==> src/rtl/pipeline_controller_pkg.sv <==
// Shared encodings and control-bundle types for the RV32I pipeline controller.
package pipeline_controller_pkg;

  localparam logic [4:0] OPC_R      = 5'b01100;
  localparam logic [4:0] OPC_I      = 5'b00100;
  localparam logic [4:0] OPC_LOAD   = 5'b00000;
  localparam logic [4:0] OPC_STORE  = 5'b01000;
  localparam logic [4:0] OPC_BRANCH = 5'b11000;
  localparam logic [4:0] OPC_JAL    = 5'b11011;
  localparam logic [4:0] OPC_JALR   = 5'b11001;
  localparam logic [4:0] OPC_LUI    = 5'b01101;
  localparam logic [4:0] OPC_SYSTEM = 5'b11100;

  localparam logic [6:0] F7_BASE = 7'b0000000;
  localparam logic [6:0] F7_ALT  = 7'b0100000;

  localparam logic [3:0] ALU_ADD   = 4'b0000;
  localparam logic [3:0] ALU_SUB   = 4'b0001;
  localparam logic [3:0] ALU_AND   = 4'b0010;
  localparam logic [3:0] ALU_OR    = 4'b0011;
  localparam logic [3:0] ALU_XOR   = 4'b0100;
  localparam logic [3:0] ALU_SLL   = 4'b0101;
  localparam logic [3:0] ALU_SRL   = 4'b0110;
  localparam logic [3:0] ALU_SRA   = 4'b0111;
  localparam logic [3:0] ALU_SLT   = 4'b1000;
  localparam logic [3:0] ALU_SLTU  = 4'b1001;
  localparam logic [3:0] ALU_PASSB = 4'b1010;

  localparam logic [1:0] FWD_RF    = 2'b00;
  localparam logic [1:0] FWD_EXMEM = 2'b10;
  localparam logic [1:0] FWD_MEMWB = 2'b01;

  typedef struct packed {
    logic [3:0] op;
    logic       alu_src;
    logic       s_type;
    logic       branch;
    logic       jal;
    logic       jalr;
    logic [2:0] funct3;
  } ex_ctrl_t;

  typedef struct packed {
    logic mem_write;
    logic mem_to_reg;
  } mem_ctrl_t;

  typedef struct packed {
    logic reg_write;
    logic ecall;
  } wb_ctrl_t;

  typedef struct packed {
    ex_ctrl_t  ex;
    mem_ctrl_t mem;
    wb_ctrl_t  wb;
  } ctrl_t;

  localparam ctrl_t CTRL_BUBBLE = '0;

  // alt selects SUB for funct3=000 and SRA for funct3=101 (instr[30]).
  function automatic logic [3:0] alu_op_decode(input logic [2:0] funct3, input logic alt);
    logic [3:0] op;
    case (funct3)
      3'b000:  op = alt ? ALU_SUB : ALU_ADD;
      3'b001:  op = ALU_SLL;
      3'b010:  op = ALU_SLT;
      3'b011:  op = ALU_SLTU;
      3'b100:  op = ALU_XOR;
      3'b101:  op = alt ? ALU_SRA : ALU_SRL;
      3'b110:  op = ALU_OR;
      default: op = ALU_AND;
    endcase
    return op;
  endfunction

endpackage

==> src/rtl/pipeline_controller_hazard_unit.sv <==
// Combinational hazard detection (load-use / RAW) and EX-stage forwarding selects.
module pipeline_controller_hazard_unit
  import pipeline_controller_pkg::*;
#(
  parameter int FORWARDING = 1,
  parameter int REG_AW     = 5
) (
  input  logic [REG_AW-1:0] id_rs1,
  input  logic [REG_AW-1:0] id_rs2,
  input  logic              id_use_rs1,
  input  logic              id_use_rs2,
  input  logic [REG_AW-1:0] ex_rs1,
  input  logic [REG_AW-1:0] ex_rs2,
  input  logic [REG_AW-1:0] ex_rd,
  input  logic              ex_reg_write,
  input  logic              ex_mem_to_reg,
  input  logic [REG_AW-1:0] mem_rd,
  input  logic              mem_reg_write,
  input  logic [REG_AW-1:0] wb_rd,
  input  logic              wb_reg_write,
  output logic              hazard,
  output logic [1:0]        fwd_a,
  output logic [1:0]        fwd_b
);

  function automatic logic dep(input logic wr, input logic [REG_AW-1:0] rd,
                               input logic [REG_AW-1:0] rs, input logic use_rs);
    return wr && (rd != '0) && use_rs && (rd == rs);
  endfunction

  function automatic logic [1:0] fwd_sel(input logic [REG_AW-1:0] rs,
                                         input logic mwr, input logic [REG_AW-1:0] mrd,
                                         input logic wwr, input logic [REG_AW-1:0] wrd);
    logic [1:0] sel;
    if (mwr && (mrd != '0) && (mrd == rs))      sel = FWD_EXMEM;
    else if (wwr && (wrd != '0) && (wrd == rs)) sel = FWD_MEMWB;
    else                                        sel = FWD_RF;
    return sel;
  endfunction

  logic load_use, raw_ex, raw_mem;

  always_comb begin
    load_use = dep(ex_mem_to_reg, ex_rd, id_rs1, id_use_rs1) ||
               dep(ex_mem_to_reg, ex_rd, id_rs2, id_use_rs2);
    raw_ex   = dep(ex_reg_write, ex_rd, id_rs1, id_use_rs1) ||
               dep(ex_reg_write, ex_rd, id_rs2, id_use_rs2);
    raw_mem  = dep(mem_reg_write, mem_rd, id_rs1, id_use_rs1) ||
               dep(mem_reg_write, mem_rd, id_rs2, id_use_rs2);
    // Without bypass paths every in-flight producer in EX or MEM must be waited out.
    hazard   = (FORWARDING != 0) ? load_use : (raw_ex || raw_mem);
    fwd_a    = FWD_RF;
    fwd_b    = FWD_RF;
    if (FORWARDING != 0) begin
      fwd_a = fwd_sel(ex_rs1, mem_reg_write, mem_rd, wb_reg_write, wb_rd);
      fwd_b = fwd_sel(ex_rs2, mem_reg_write, mem_rd, wb_reg_write, wb_rd);
    end
  end

endmodule

==> src/rtl/pipeline_controller.sv <==
// Registered RV32I pipeline control: ID decode, ID/EX..MEM/WB control registers,
// hazard stall/flush management, forwarding selects and ecall halt.
module pipeline_controller
  import pipeline_controller_pkg::*;
#(
  parameter int FORWARDING = 1,
  parameter int EXT_BRANCH = 1,
  parameter int REG_AW     = 5
) (
  input  logic              clk,
  input  logic              rst_n,
  input  logic [6:0]        id_funct7,
  input  logic [2:0]        id_funct3,
  input  logic [4:0]        id_op_code,
  input  logic [REG_AW-1:0] id_rs1,
  input  logic [REG_AW-1:0] id_rs2,
  input  logic [REG_AW-1:0] id_rd,
  input  logic              ex_cond_true,
  input  logic              wb_halt_req,
  output logic [3:0]        ex_op,
  output logic              ex_alu_src,
  output logic              ex_s_type,
  output logic              ex_branch,
  output logic              ex_jal,
  output logic              ex_jalr,
  output logic [2:0]        ex_funct3,
  output logic              mem_mem_write,
  output logic              mem_mem_to_reg,
  output logic              wb_reg_write,
  output logic              wb_mem_to_reg,
  output logic              wb_ecall,
  output logic [REG_AW-1:0] wb_rd,
  output logic [1:0]        fwd_a,
  output logic [1:0]        fwd_b,
  output logic              stall_pc,
  output logic              stall_ifid,
  output logic              flush_ifid,
  output logic              flush_idex,
  output logic              halted
);

  ctrl_t id_ctrl;
  logic  id_use_rs1, id_use_rs2;
  logic  r_legal, i_legal, br_legal;

  always_comb begin
    id_ctrl    = CTRL_BUBBLE;
    id_use_rs1 = 1'b0;
    id_use_rs2 = 1'b0;
    r_legal    = (id_funct7 == F7_BASE) ||
                 ((id_funct7 == F7_ALT) && ((id_funct3 == 3'b000) || (id_funct3 == 3'b101)));
    i_legal    = (id_funct3 == 3'b001) ? (id_funct7 == F7_BASE) :
                 (id_funct3 == 3'b101) ? ((id_funct7 == F7_BASE) || (id_funct7 == F7_ALT)) :
                 1'b1;
    br_legal   = (id_funct3[2:1] == 2'b00) || ((EXT_BRANCH != 0) && id_funct3[2]);
    case (id_op_code)
      OPC_R: if (r_legal) begin
        id_ctrl.ex.op        = alu_op_decode(id_funct3, id_funct7[5]);
        id_ctrl.wb.reg_write = 1'b1;
        id_use_rs1           = 1'b1;
        id_use_rs2           = 1'b1;
      end
      OPC_I: if (i_legal) begin
        // Only srai takes instr[30]; for addi it is an immediate bit, not SUB.
        id_ctrl.ex.op        = alu_op_decode(id_funct3, (id_funct3 == 3'b101) && id_funct7[5]);
        id_ctrl.ex.alu_src   = 1'b1;
        id_ctrl.wb.reg_write = 1'b1;
        id_use_rs1           = 1'b1;
      end
      OPC_LOAD: begin
        id_ctrl.ex.op          = ALU_ADD;
        id_ctrl.ex.alu_src     = 1'b1;
        id_ctrl.mem.mem_to_reg = 1'b1;
        id_ctrl.wb.reg_write   = 1'b1;
        id_use_rs1             = 1'b1;
      end
      OPC_STORE: begin
        id_ctrl.ex.op         = ALU_ADD;
        id_ctrl.ex.alu_src    = 1'b1;
        id_ctrl.ex.s_type     = 1'b1;
        id_ctrl.mem.mem_write = 1'b1;
        id_use_rs1            = 1'b1;
        id_use_rs2            = 1'b1;
      end
      OPC_BRANCH: if (br_legal) begin
        id_ctrl.ex.op     = ALU_SUB;
        id_ctrl.ex.branch = 1'b1;
        id_ctrl.ex.funct3 = id_funct3;
        id_use_rs1        = 1'b1;
        id_use_rs2        = 1'b1;
      end
      OPC_JAL: begin
        id_ctrl.ex.op        = ALU_ADD;
        id_ctrl.ex.jal       = 1'b1;
        id_ctrl.wb.reg_write = 1'b1;
      end
      OPC_JALR: begin
        id_ctrl.ex.op        = ALU_ADD;
        id_ctrl.ex.alu_src   = 1'b1;
        id_ctrl.ex.jalr      = 1'b1;
        id_ctrl.wb.reg_write = 1'b1;
        id_use_rs1           = 1'b1;
      end
      OPC_LUI: begin
        id_ctrl.ex.op        = ALU_PASSB;
        id_ctrl.ex.alu_src   = 1'b1;
        id_ctrl.wb.reg_write = 1'b1;
      end
      OPC_SYSTEM: id_ctrl.wb.ecall = 1'b1;
      default: ;
    endcase
  end

  ctrl_t             idex_ctrl_q, idex_ctrl_d;
  logic [REG_AW-1:0] idex_rs1_q, idex_rs1_d, idex_rs2_q, idex_rs2_d, idex_rd_q, idex_rd_d;
  mem_ctrl_t         exmem_mem_q, exmem_mem_d;
  wb_ctrl_t          exmem_wb_q, exmem_wb_d;
  logic [REG_AW-1:0] exmem_rd_q, exmem_rd_d;
  wb_ctrl_t          memwb_wb_q, memwb_wb_d;
  logic              memwb_mem_to_reg_q, memwb_mem_to_reg_d;
  logic [REG_AW-1:0] memwb_rd_q, memwb_rd_d;
  logic              halted_q, halted_d;

  logic hazard, redirect, halt_now, drain;

  pipeline_controller_hazard_unit #(
    .FORWARDING (FORWARDING),
    .REG_AW     (REG_AW)
  ) u_hazard_unit (
    .id_rs1        (id_rs1),
    .id_rs2        (id_rs2),
    .id_use_rs1    (id_use_rs1),
    .id_use_rs2    (id_use_rs2),
    .ex_rs1        (idex_rs1_q),
    .ex_rs2        (idex_rs2_q),
    .ex_rd         (idex_rd_q),
    .ex_reg_write  (idex_ctrl_q.wb.reg_write),
    .ex_mem_to_reg (idex_ctrl_q.mem.mem_to_reg),
    .mem_rd        (exmem_rd_q),
    .mem_reg_write (exmem_wb_q.reg_write),
    .wb_rd         (memwb_rd_q),
    .wb_reg_write  (memwb_wb_q.reg_write),
    .hazard        (hazard),
    .fwd_a         (fwd_a),
    .fwd_b         (fwd_b)
  );

  always_comb begin
    redirect   = idex_ctrl_q.ex.jal || idex_ctrl_q.ex.jalr ||
                 (idex_ctrl_q.ex.branch && ex_cond_true);
    halt_now   = memwb_wb_q.ecall && wb_halt_req;
    // Everything younger than the halting ecall is killed from the same edge on.
    drain      = halted_q || halt_now;
    stall_pc   = halted_q || (hazard && !redirect);
    stall_ifid = stall_pc;
    flush_ifid = redirect;
    flush_idex = halted_q || redirect || hazard;
    halted_d   = halted_q || halt_now;
  end

  always_comb begin
    idex_ctrl_d = id_ctrl;
    idex_rs1_d  = id_rs1;
    idex_rs2_d  = id_rs2;
    idex_rd_d   = id_rd;
    if (flush_idex) begin
      idex_ctrl_d = CTRL_BUBBLE;
      idex_rs1_d  = '0;
      idex_rs2_d  = '0;
      idex_rd_d   = '0;
    end
    exmem_mem_d        = drain ? '0 : idex_ctrl_q.mem;
    exmem_wb_d         = drain ? '0 : idex_ctrl_q.wb;
    exmem_rd_d         = drain ? '0 : idex_rd_q;
    memwb_wb_d         = drain ? '0 : exmem_wb_q;
    memwb_mem_to_reg_d = drain ? 1'b0 : exmem_mem_q.mem_to_reg;
    memwb_rd_d         = drain ? '0 : exmem_rd_q;
  end

  always_ff @(posedge clk or negedge rst_n) begin
    if (!rst_n) begin
      idex_ctrl_q        <= CTRL_BUBBLE;
      idex_rs1_q         <= '0;
      idex_rs2_q         <= '0;
      idex_rd_q          <= '0;
      exmem_mem_q        <= '0;
      exmem_wb_q         <= '0;
      exmem_rd_q         <= '0;
      memwb_wb_q         <= '0;
      memwb_mem_to_reg_q <= 1'b0;
      memwb_rd_q         <= '0;
      halted_q           <= 1'b0;
    end else begin
      idex_ctrl_q        <= idex_ctrl_d;
      idex_rs1_q         <= idex_rs1_d;
      idex_rs2_q         <= idex_rs2_d;
      idex_rd_q          <= idex_rd_d;
      exmem_mem_q        <= exmem_mem_d;
      exmem_wb_q         <= exmem_wb_d;
      exmem_rd_q         <= exmem_rd_d;
      memwb_wb_q         <= memwb_wb_d;
      memwb_mem_to_reg_q <= memwb_mem_to_reg_d;
      memwb_rd_q         <= memwb_rd_d;
      halted_q           <= halted_d;
    end
  end

  assign ex_op          = idex_ctrl_q.ex.op;
  assign ex_alu_src     = idex_ctrl_q.ex.alu_src;
  assign ex_s_type      = idex_ctrl_q.ex.s_type;
  assign ex_branch      = idex_ctrl_q.ex.branch;
  assign ex_jal         = idex_ctrl_q.ex.jal;
  assign ex_jalr        = idex_ctrl_q.ex.jalr;
  assign ex_funct3      = idex_ctrl_q.ex.funct3;
  assign mem_mem_write  = exmem_mem_q.mem_write && !drain;
  assign mem_mem_to_reg = exmem_mem_q.mem_to_reg;
  assign wb_reg_write   = memwb_wb_q.reg_write && !halted_q;
  assign wb_mem_to_reg  = memwb_mem_to_reg_q;
  assign wb_ecall       = memwb_wb_q.ecall;
  assign wb_rd          = memwb_rd_q;
  assign halted         = halted_q;

endmodule
==> config.mk <==
export PLATFORM = sky130hd
export DESIGN_NAME = pipeline_controller
export DESIGN_NICKNAME = d
export VERILOG_FILES = /design/src/rtl/pipeline_controller_pkg.sv /design/src/rtl/pipeline_controller_hazard_unit.sv /design/src/rtl/pipeline_controller.sv
export SDC_FILE = /design/constraint.sdc
export NUM_CORES = 1
export LEC_CHECK = 0
export ABC_CLOCK_PERIOD_IN_PS = 3400
export CELL_PAD_IN_SITES_DETAIL_PLACEMENT = 1
export CELL_PAD_IN_SITES_GLOBAL_PLACEMENT = 1
export CORE_MARGIN = 1.5
export CORE_UTILIZATION = 24
export DETAILED_ROUTE_END_ITERATION = 7
export PLACE_DENSITY_LB_ADDON = 0.1
export SLEW_MARGIN = 25
export SYNTH_ARGS = -nofsm -noshare
export SYNTH_HDL_FRONTEND = slang
export SYNTH_SLANG_ARGS = --single-unit
==> constraint.sdc <==
create_clock -name clk -period 3.4 [get_ports clk]
set_input_delay 0.68 -clock clk [delete_from_list [all_inputs] [get_ports clk]]
set_output_delay 0.68 -clock clk [all_outputs]
set_load 0.02 [all_outputs]
## Word level (Yosys, flattened, before mapping)

Cells that the tools add are included.

| storage, ports and cells | value |
|---|---|
| word-level logic and storage cells | 128 |
| register bits | 49 |
| output and inout port bits | 31 |
| input bits | 34 |

| operators by class | value |
|---|---|
| equal/unequal tests | 21 |
| muxes and demuxes | 41 |
| reductions and logical operators | 42 |

Operator list:

| kind | count |
|---|---|
| one-hot mux 4 bit (7 select lines) | 2 |
| equality test 5 bit | 6 |
| 2-to-1 mux 5 bit | 6 |
| equality test 5 bit, second input constant | 4 |
| 2-to-1 mux 1 bit | 19 |
| logical AND 1 bit | 18 |
| 2-to-1 mux 16 bit | 1 |
| one-hot mux 4 bit (4 select lines) | 1 |
| equality test 5 x 4 -> 1 bit, second input constant | 3 |
| nonzero test 5 bit | 3 |
| logical OR 1 bit | 11 |
| 2-to-1 mux 2 bit | 5 |
| equality test 3 bit, second input constant | 3 |
| OR reduction 4 bit | 2 |
| equality test 7 x 6 -> 1 bit, second input constant | 1 |
| zero test 7 bit | 1 |
| equality test 3 x 2 -> 1 bit, second input constant | 2 |
| 2-to-1 mux 3 bit | 2 |
| one-hot mux 1 bit (3 select lines) | 2 |
| equality test 5 x 3 -> 1 bit, second input constant | 1 |
| zero test 5 bit | 1 |
| 2-to-1 mux 4 bit | 1 |
| one-hot mux 1 bit (4 select lines) | 1 |
| equality test 3 x 1 -> 1 bit, second input constant | 1 |
| 5 further kinds | 7 |

## Longest topological paths before layout

Gate-level depths: netlist (run 1).

| depth | value |
|---|---|
| depth in word-level cells | 11 |
| gate-level depth with buffers | 8 |
| mapped depth without buffers | 5 |

## Hierarchy

Synthesis (run 1) repeated with hierarchy kept, for this count alone.

| second synthesis, totals | value |
|---|---|
| cells, all modules | 219 |
| area, all modules | 2348.5 µm² |

Modules (own cells, without submodules):

| module | instances | area each (µm²) | cells an instance | seq. area each (µm²) |
|---|---|---|---|---|
| pipeline_controller | 1 | 1954.4 | 170 | 1201.2 |
| pipeline_controller_hazard_unit | 1 | 394.1 | 49 | 0.0 |

## Worst setup path after synthesis (run 1)

OpenSTA, ideal clock, no wires.

| timing | value |
|---|---|
| path kind | input to output |
| start point | in id_op_code[2] |
| end point | out stall_pc |
| slack | 330 ps |
| arrival | 2390 ps |
| data required time | 2720 ps |
| buffers on the path | 2 |
| cell stages on the path | 7 |
| cells stage by stage | buf_2 > nor4b_1 > o2111ai_1 > o311ai_0 > nor2_1 > o221ai_1 > buf_4 |

| on the way | value |
|---|---|
| longest elaborated chain between the ends | 8 |

Ends and longest elaborated chain:

| element | RTL line | source |
|---|---|---|
| start, declared | pipeline_controller.sv:14 | `input logic [4:0] id_op_code,` |
| equality test 5 bit (tied with other cells) | pipeline_controller.sv:56 | `case (id_op_code)` |
| OR reduction 3 bit (no line) | n/a |  |
| one-hot mux 1 bit (4 select lines) | pipeline_controller.sv:56 |  |
| logical AND 1 bit (2 in series) | pipeline_controller_hazard_unit.sv:28 | `return wr && (rd != '0) && use_rs && (rd == rs);` |
| logical OR 1 bit (*) | pipeline_controller_hazard_unit.sv:44 | `load_use = dep(ex_mem_to_reg, ex_rd, id_rs1, id_use_rs1) \|\|` |
| logical AND 1 bit (*) | pipeline_controller.sv:154 | `stall_pc = halted_q \|\| (hazard && !redirect);` |
| logical OR 1 bit (*) | pipeline_controller.sv:154 |  |
| end, declared | pipeline_controller.sv:35 | `output logic stall_pc,` |

Every way passes the cells marked *; elsewhere a longest branch is shown, timed or not.

## Final worst setup path (run 1)

| timing | value |
|---|---|
| start point | in id_funct3[1] |
| end point | out flush_idex |

| on the way | value |
|---|---|
| longest elaborated chain between the ends | 10 |

Ends and longest elaborated chain:

| element | RTL line | source |
|---|---|---|
| start, declared | pipeline_controller.sv:13 | `input logic [2:0] id_funct3,` |
| equality test 3 bit / zero test 3 bit (equally long branches) | pipeline_controller.sv:51, pipeline_controller.sv:53 |  |
| logical OR 1 bit | pipeline_controller.sv:51 | `((id_funct7 == F7_ALT) && ((id_funct3 == 3'b000) \|\| (id_funct3 == 3'b101)));` |
| logical AND 1 bit | pipeline_controller.sv:51 |  |
| logical OR 1 bit | pipeline_controller.sv:50 | `r_legal = (id_funct7 == F7_BASE) \|\|` |
| 2-to-1 mux 1 bit | pipeline_controller.sv:57 | `OPC_R: if (r_legal) begin` |
| one-hot mux 1 bit (4 select lines) / one-hot mux 1 bit (3 select lines) (equally long branches) | pipeline_controller.sv:56 |  |
| logical AND 1 bit (2 in series) | pipeline_controller_hazard_unit.sv:28 |  |
| logical OR 1 bit (*) | pipeline_controller_hazard_unit.sv:44 |  |
| logical OR 1 bit (*) | pipeline_controller.sv:157 | `flush_idex = halted_q \|\| redirect \|\| hazard;` |
| end, declared | pipeline_controller.sv:38 | `output logic flush_idex,` |

Marks and branches as above.

==> impl_metrics.csv, run 1 <==
group,metric,value,unit
cells_and_area,diodes,0,
setup_path,required,2720,ps
clock_tree,clock_sinks,48,
clock_tree,numCtsBuffers,5,
placed_design,io_buffers,64,
cells_and_area,drive_above_1_share,20.9,%
setup_path,worstPathMaxFanout,4,
floorplanning,chipHeight,106,um
clock_tree,clk_pin_slew,80,ps
floorplanning,rows,37,
power,p_per_area,435,nW/um^2
clock_tree,clock-root-buffer,"clkbuf_8",
floorplanning,pin_count,65,
cells_and_area,utilization,34.3,%
global_routing,grt_overflow,0,
setup_path,worst_setup_path_end_kind,"primary output",
clock_tree,cts_resized,11,
clock_tree,cts_max_path_buffers,2,
cells_and_area,layout.nets,354,
global_routing,grt_pass1_wl,11.2,mm
global_routing,grt_max_degree,29,
hold_path,min_path_type,"input port to asynchronous set/reset pin",
yosys,ys_seq_area_share,47.5,%
flow_run,maxCapViolations,0,
route,drtAntennaViolNets,0,
global_routing,antenna_found_initial,0,
setup_path,arrival,2640,ps
yosys,mappedNetlistArea,2530,sq um
clock_tree,clk_latency,290,ps
route,drt_iter0_drc,58,
route,drc,0,
placed_design,place_area,3430,sq um
yosys,yosysUniqueCellTypes,46,
route,vias,1997,
clock_tree,post_cts_buffers,0,
floorplanning,core,10300,sq um
route,postRouteWirelength,6.73,mm
cells_and_area,syn2layout_area_growth,39.6,%
timing,maxSlewHeadroom,66.9,%
floorplanning,start_util,24.6,%
cells_and_area,fillers,1192,
placed_design,dpl.hpwl,5.41,mm
global_routing,grt-busiest-layer,"met2",
route,drt-pass1-iter-count,4,
timing,maxSlewViolCount,0,
clock_tree,cts_tree,"built",
yosys,syn_inst,234,
yosys,syn_nets,268,
timing,rsz0062_at_grt,"false",
global_routing,track_usage,13.0,%
yosys,yosysWarnings,0,
yosys,syn_avg_cell_area,10.8,sq um
global_routing,use_met2,21.0,%
route,post_drt_wl_per_cell,14.7,um
timing,whs,329,ps
global_routing,grt_pass1_vias,2168,
status,status,"finished clean",
yosys,ys_ff_latch,48,
timing,period_needed,3320,ps
timing,hold_viol_final,0,
floorplanning,die_w,106,um
clock_tree,h-tree-depth,2,
power,max-vdd-ir-drop,130,uV
timing,fin_crit_sh,97.6,%
route,viasPerCell,4.37,
setup_path,critPathKind,"input port to primary output",
timing,tightestPinTransition,494,ps
floorplanning,die_area,11200,sq um
timing,setup_viol,0,
placed_design,place_congestion,0.732,
clock_tree,holdBufCountCts,0,
timing,layout_setup_ws,83.3,ps
placed_design,dp_slack,-467,ps
power,p_leak,1.57,nW
global_routing,grt_util_met1,17.6,%
setup_path,cp-start-kind,"input port",
timing,fin_skew,3.30,ps
global_routing,use_met3,2.41,%
cells_and_area,fin_area,3530,sq um
timing,max_freq,302,MHz
## routing by layer
metal  part of all wire (%)  vias to the layer above
met5                      0                        -
met3                    3.0                        4
met4                    1.1                        0
li1                       -                      980
met1                     48                      972
met2                     48                       41
## final cells by class
cell class                 instances  area, sq um  share of cell area (%)
sequential                        48         1200                    34.1
multi-input combinational        159         1140                    32.4
timing repair buffer             100          897                    25.4
clock inverter                     2         10.0                   0.284
inverter                           6         22.5                   0.639
clock buffer                       6         82.6                    2.34
tap                              136          170                    4.82
## synth_stat cells (all sizes together)
library cell | number | area, sq um
a2111o | 1 | 11.3
a211o | 1 | 10.0
a211oi | 3 | 22.5
a21boi | 16 | 120
a21oi | 17 | 123
a41oi | 1 | 8.76
and2 | 20 | 128
and3 | 1 | 6.26
and4 | 1 | 8.76
buf | 17 | 150
clkbuf | 4 | 18.8
dfrtp | 48 | 1200
inv | 6 | 22.5
nand2 | 7 | 26.3
nand2b | 1 | 6.26
nand3 | 9 | 45.0
nand4 | 2 | 12.5
nor2 | 9 | 33.8
nor2b | 2 | 12.5
nor3 | 3 | 15.0
nor3b | 1 | 7.51
nor4 | 7 | 58.8
nor4b | 1 | 8.76
o2111ai | 2 | 17.5
o211ai | 2 | 15.0
o21a | 2 | 15.0
o21ai | 5 | 28.8
o221a | 1 | 20.0
o221ai | 1 | 8.76
o22ai | 1 | 6.26
o311ai | 2 | 17.5
or2 | 1 | 6.26
or2b | 1 | 7.51
or3 | 1 | 6.26
or4 | 6 | 48.8
xnor2 | 14 | 123
xor2 | 17 | 149
## worst max-delay path, stage by stage
cell             delay (ps)
clkdlybuf4s50_1         510
nor2b_1                 150
buf_4                   130
nor4_4                   40
o221a_4                 280
or4_4                   480
and2_2                  210
buf_2                   160
## kinds of logic after synthesis
logic type	synth area share, %
simple gates	17.3
compound gates	16.8
flops	47.5
xor+xnor	10.7
buf+inv	7.58
## where the power goes
| group | internal [mW] | leakage (nW) | switching, mW |
|---|---|---|---|
| registers | 0.634 | 0.629 | 0.0801 |
| logic | 0.221 | 0.894 | 0.253 |
| clock network | 0.162 | 0.0510 | 0.183 |
## cells in the final DEF (no fill, tap or decap), types with 2 or more instances in the layout
master	n
nor2_1	9
a21oi_1	7
and2_1	18
a21oi_2	10
dlymetal6s2s_1	4
clkbuf_8	6
and2_2	2
dfrtp_1	48
nand4_1	2
buf_4	36
a21boi_0	16
a211oi_1	3
nand2_1	7
o21a_1	2
dlygate4sd2_1	3
nor2b_1	2
o2111ai_1	2
o21ai_0	4
o211ai_1	2
or4_1	5
inv_1	6
nor3_1	3
buf_2	2
clkbuf_2	2
xnor2_1	14
xor2_1	16
clkinv_2	2
clkdlybuf4s50_1	53
nor4_1	6
nand3_1	9
## worst paths after layout
path	slack, ps	to	depth (start not counted)	from
worst min register to register	450	exmem_wb_q[0]	1	idex_ctrl_q[0]
min in group clk	450	exmem_wb_q[0]	1	idex_ctrl_q[0]
worst min-delay path	330	idex_rd_q[0]	1	rst_n
worst max register to register	860	ex_s_type	7	idex_rd_q[0]
worst max-delay path	80	flush_idex	8	id_funct3[1]
max in group asynchronous	2340	ex_op[0]	2	rst_n
## through the flow
step / setup TNS (ps) / cells / power, mW
floorplan: 0 / 234 / 1.02
global placement: -1290 / 449 / 1.22
detailed placement: -1370 / 449 / 1.22
CTS: 0 / 457 / 1.57
global route: 0 / 457 / 1.64
finish: 0 / 457 / 1.53
Power figures use the tool's default switching activity.
==> run 2: changes to the inputs <==
- CTS_BUF_LIST: default -> sky130_fd_sc_hd__clkbuf_4
- RECOVER_POWER: default -> 25
==> run 2 against run 1 <==
  * Total power decreased by 5.9%
  * Maximum frequency about the same
  * Worst setup slack improved by 2.6 ps
  * Sequential share of layout area increased by 0.47 points
  * Final cell count unchanged
  * Flip-flop and latch count unchanged
  * Critical endpoint unchanged
  * Largest power group unchanged
==> impl_metrics.csv, run 2 (same netlist as run 1, synthesis figures left out) <==
group,metric,value,unit
clock_tree,h-tree-depth,2,
power,clkPwrFrac,17.5,%
floorplanning,pin_count,65,
placed_design,place_area,3430,sq um
clock_tree,cts_resized,12,
route,post_drt_wl_per_cell,14.7,um
placed_design,place_congestion,0.732,
route,drc,0,
timing,period_needed,3310,ps
cells_and_area,final_common_cell,"clkdlybuf4s50_1",
clock_tree,numCtsBuffers,5,
flow_run,maxCapViolations,0,
global_routing,grt_overflow,0,
placed_design,placed_cells_incl_taps,449,
power,p_per_area,415,nW/um^2
setup_path,cp-start-kind,"input port",
cells_and_area,layout.nets,354,
floorplanning,rows,37,
hold_path,min-delay-start,"idex_ctrl_q[0]",
cells_and_area,fin_area,3480,sq um
power,p_seq_share,49.5,%
hold_path,holdPathEnd,"exmem_wb_q[0]",
route,drt-pass1-iter-count,4,
placed_design,dpl.hpwl,5.41,mm
timing,max_freq,302,MHz
global_routing,grt_pass1_wl,11.2,mm
route,drtAntennaViolNets,0,
setup_path,r2r-start,"idex_rd_q[0]",
setup_path,required,2720,ps
power,p_total,1.44,mW
cells_and_area,syn2layout_area_growth,37.7,%
status,status,"finished clean",
setup_path,critPathKind,"input port to primary output",
timing,setup_viol,0,
power,p_comb_share,33.0,%
timing,fin_skew,5.88,ps
cells_and_area,final_cells,457,
timing,layout_setup_ws,85.9,ps
power,p_leak,1.54,nW
setup_path,worstReg2RegEnd,"ex_s_type",
clock_tree,clock_sinks,48,
clock_tree,clock-root-buffer,"clkbuf_4",
hold_path,worstHoldPathCells,1,
global_routing,track_usage,13.0,%
clock_tree,cts_tree,"built",
setup_path,reg2reg_slack,760,ps
clock_tree,cts_max_path_buffers,2,
power,intPower,932,uW
placed_design,dp_slack,-467,ps
floorplanning,core,10300,sq um
clock_tree,clk_pin_slew,130,ps
power,netSwitchingFraction,35.4,%
timing,hold_viol_final,0,
global_routing,grt_pass1_vias,2171,
placed_design,io_buffers,64,
clock_tree,holdBufCountCts,0,
floorplanning,start_util,24.6,%
timing,rsz0062_at_grt,"false",
route,postRouteWirelength,6.71,mm
setup_path,r2r_cells,7,
timing,tns,0,ps
timing,fin_crit_sh,97.5,%
route,viasPerCell,4.39,
clock_tree,clk_latency,360,ps
cells_and_area,mostFrequentLayoutCells,"clkdlybuf4s50_1, dfrtp_1, buf_4",
power,max-vdd-ir-drop,115,uV
hold_path,min_path_type,"flip-flop to flip-flop",
setup_path,arrival,2630,ps
floorplanning,die_area,11200,sq um
cells_and_area,diodes,0,
route,drt_iter0_drc,60,
clock_tree,post_cts_buffers,0,
timing,maxSlewViolCount,0,
setup_path,worst_setup_path_end_kind,"primary output",
timing,whs,464,ps
timing,maxSlewHeadroom,2.27,%
cells_and_area,drive_above_1_share,19.9,%
floorplanning,chipHeight,106,um
route,vias,2007,
global_routing,antenna_found_initial,0,
global_routing,grt_max_degree,29,
floorplanning,die_w,106,um
power,p_sw,512,uW
timing,tightestPinTransition,1470,ps
setup_path,worstPathMaxFanout,4,
cells_and_area,utilization,33.9,%
-- run 2: cell types whose count changed in the layout (fill, tap and decap cells not counted), sizes merged --
cell          change
buf               -1
clkinv            +1
dlygate4sd2       +1
dlymetal6s2s      -1
-- run 2: power by group through the flow --
stage,logic (mW),registers [mW],clock network [mW]
after floorplan,0.299,0.725,0
after global placement,0.487,0.729,0
after detailed placement,0.492,0.731,0
after CTS,0.485,0.718,0.270
after global routing,0.525,0.726,0.293
final,0.477,0.715,0.253
-- run 2: worst max path at each step --
stage	start	end	slack, ps	cells after the start
5_1_grt	id_funct3[1]	flush_idex	10	8
3_5_place_dp	id_op_code[4]	stall_ifid	-470	8
2_1_floorplan	id_op_code[2]	stall_pc	330	7
4_1_cts	id_op_code[2]	stall_pc	6	9
3_3_place_gp	id_op_code[4]	stall_ifid	-440	8
6_report	id_funct3[1]	flush_idex	90	8
-- run 2: layout make-up --
type	instances	area, sq um
inverter	6	22.5
sequential	48	1200
timing repair buffer	100	891
clock inverter	3	13.8
multi-input combinational	159	1140
clock buffer	5	37.5
tap	136	170
fill	1198	6800
-- run 2: worst max-delay path, stage by stage --
cell             delay [ps]
clkdlybuf4s50_1         510
nor2b_1                 150
buf_4                   130
nor4_4                   40
o221a_4                 280
or4_4                   480
and2_2                  210
buf_2                   160
-- run 2: routing by layer --
layer / vias to the layer above / routed length (um) / GRT usage [%]
li1: 981 / - / -
met1: 980 / 3200 / 17.6
met2: 41 / 3230 / 21.0
met3: 5 / 194 / 2.23
met4: 0 / 85 / 4.34
met5: - / 0 / 0
==> run 3: changes to the inputs <==
- REMOVE_ABC_BUFFERS: default -> 1
==> run 3 against run 2 <==
  * The flow now finishes with violations (max-capacitance violations, max-slew violations)
  * Combinational power hardly changed
  * Global-route usage about the same
  * Total power grew 1.0%
  * Register-to-register slack better by 170 ps
  * Utilization up 0.18 points
  * Routed wire length increased by 3.1%
  * Critical endpoint unchanged
==> impl_metrics.csv, run 3 (same netlist as run 1, synthesis figures left out) <==
group,metric,value,unit
timing,maxSlewHeadroom,-69.8,%
clock_tree,clock_sinks,48,
setup_path,worstReg2RegEnd,"ex_s_type",
status,status,"finished with violations",
setup_path,cp_slowest_cell,"clkdlybuf4s50_1",
timing,tightestPinTransition,2550,ps
setup_path,arrival,2650,ps
global_routing,grt_pass1_vias,2113,
cells_and_area,fin_area,3500,sq um
global_routing,grt_pass1_wl,11.3,mm
route,drtAntennaViolNets,0,
setup_path,crit_start,"id_funct3[1]",
power,p_per_area,417,nW/um^2
cells_and_area,fillers,1164,
floorplanning,pin_count,65,
cells_and_area,syn2layout_area_growth,38.5,%
setup_path,crit_end,"flush_idex",
floorplanning,die_area,11200,sq um
placed_design,dpl.hpwl,5.21,mm
clock_tree,clk_latency,360,ps
floorplanning,core,10300,sq um
setup_path,r2r_cells,7,
power,netSwitchingFraction,35.3,%
floorplanning,chipHeight,106,um
placed_design,io_buffers,64,
setup_path,reg2reg_slack,930,ps
timing,fin_crit_sh,97.9,%
power,p_sw,515,uW
global_routing,track_usage,13.0,%
setup_path,cp_num_cells,8,
clock_tree,cts_tree,"built",
setup_path,r2r-start,"idex_rd_q[3]",
cells_and_area,drive_above_1_share,21.0,%
flow_run,maxCapViolations,1,
floorplanning,die_w,106,um
power,clkPwrFrac,18.4,%
power,p_comb_share,32.6,%
route,drt_iter0_drc,32,
setup_path,worstPathMaxFanout,4,
cells_and_area,diodes,0,
route,post_drt_wl_per_cell,15.2,um
setup_path,critPathTopFamily,"simple AND/OR/NAND/NOR gates",
setup_path,critPathKind,"input port to primary output",
setup_path,cp-start-kind,"input port",
setup_path,max_stage_delay,530,ps
setup_path,cp_cell_sequence,"clkdlybuf4s50_1 > nor2b_2 > buf_4 > nor4_4 > o221a_4 > or4_4 > and2_2 > buf_2",
timing,maxSlewViolCount,49,
cells_and_area,utilization,34.0,%
clock_tree,clk_pin_slew,140,ps
power,intPower,944,uW
route,vias,1978,
status,violations,"max-capacitance violations, max-slew violations",
global_routing,grt_max_degree,49,
placed_design,place_area,3420,sq um
clock_tree,cts_max_path_buffers,2,
hold_path,min_path_type,"flip-flop to flip-flop",
clock_tree,h-tree-depth,2,
hold_path,worstHoldPathCells,1,
timing,hold_viol_final,0,
floorplanning,rows,37,
route,viasPerCell,4.35,
cells_and_area,final_common_cell,"clkdlybuf4s50_1",
route,postRouteWirelength,6.92,mm
timing,setup_viol,0,
timing,tns,0,ps
timing,whs,466,ps
timing,max_freq,300,MHz
setup_path,required,2720,ps
clock_tree,clock-root-buffer,"clkbuf_4",
floorplanning,start_util,24.6,%
cells_and_area,layout.nets,352,
placed_design,place_congestion,0.806,
cells_and_area,final_cells,455,
power,max-vdd-ir-drop,144,uV
power,p_leak,1.54,nW
global_routing,antenna_found_initial,0,
timing,period_needed,3330,ps
clock_tree,post_cts_buffers,0,
route,drt-pass1-iter-count,4,
setup_path,worst_setup_path_end_kind,"primary output",
global_routing,grt_overflow,0,
route,drc,0,
placed_design,placed_cells_incl_taps,447,
clock_tree,numCtsBuffers,5,
timing,fin_skew,8.38,ps
setup_path,crit_buf_inv,3,
cells_and_area,mostFrequentLayoutCells,"clkdlybuf4s50_1, dfrtp_1, buf_4",
power,p_seq_share,49.0,%
## run 3: layout make-up
type | count | area [sq um] | share of cell area [%]
Sequential cell | 48 | 1200 | 34.3
Multi-Input combinational cell | 159 | 1160 | 33.3
Timing Repair Buffer | 98 | 885 | 25.3
Tap cell | 136 | 170 | 4.86
Clock buffer | 6 | 45.0 | 1.29
Inverter | 6 | 22.5 | 0.644
Clock inverter | 2 | 11.3 | 0.322
## run 3: power groups by stage
stage               clock (mW)  sequential (mW)  combinational (mW)
CTS                      0.288            0.719               0.488
global route             0.303            0.730               0.519
detailed placement           0            0.730               0.489
global placement             0            0.729               0.484
finish                   0.269            0.715               0.475
floorplan                    0            0.727               0.238
## run 3: how the worst min path moves through the flow
stage / from / end / slack (ps)
6_report: exmem_wb_q[0] / wb_ecall / 470
5_1_grt: idex_ctrl_q[0] / exmem_wb_q[0] / 490
4_1_cts: rst_n / wb_mem_to_reg / 330
3_5_place_dp: exmem_wb_q[0] / wb_ecall / 440
3_3_place_gp: idex_ctrl_q[1] / exmem_wb_q[1] / 430
2_1_floorplan: rst_n / ex_alu_src / 380
## run 3: stage by stage
step                      worst slack (ps)  power, mW
after detailed placement              -431       1.22
final                                 69.8       1.46
after floorplan                        228      0.965
after global placement                -450       1.21
after CTS                             6.76       1.49
after global routing                 -18.9       1.55
## run 3: what timing repair did
| item | 4_1_cts | 5_1_grt |
|---|---|---|
| pin swaps | 0 | 1 |
| hold endpoints to repair | 0 | 0 |
| resized for setup | 12 | 11 |
| hold buffers | 0 | 0 |
| endpoints found under the setup margin | 3 | 5 |
## run 3: worst reg2reg max path, stage by stage, from the launching register on
cell	delay [ps]
dfrtp_1	470
or4_1	530
o21ai_2	170
nor4_1	80
buf_4	140
a2111o_1	380
buf_4	250
a211oi_1	360
## run 3: layer usage
metal / vias to the layer above / GRT usage, % / share of wire [%]
met5: - / 0 / 0
met4: 0 / 2.61 / 0.84
met3: 6 / 2.54 / 3.2
met2: 40 / 20.6 / 46
met1: 959 / 18.5 / 50
li1: 973 / - / -
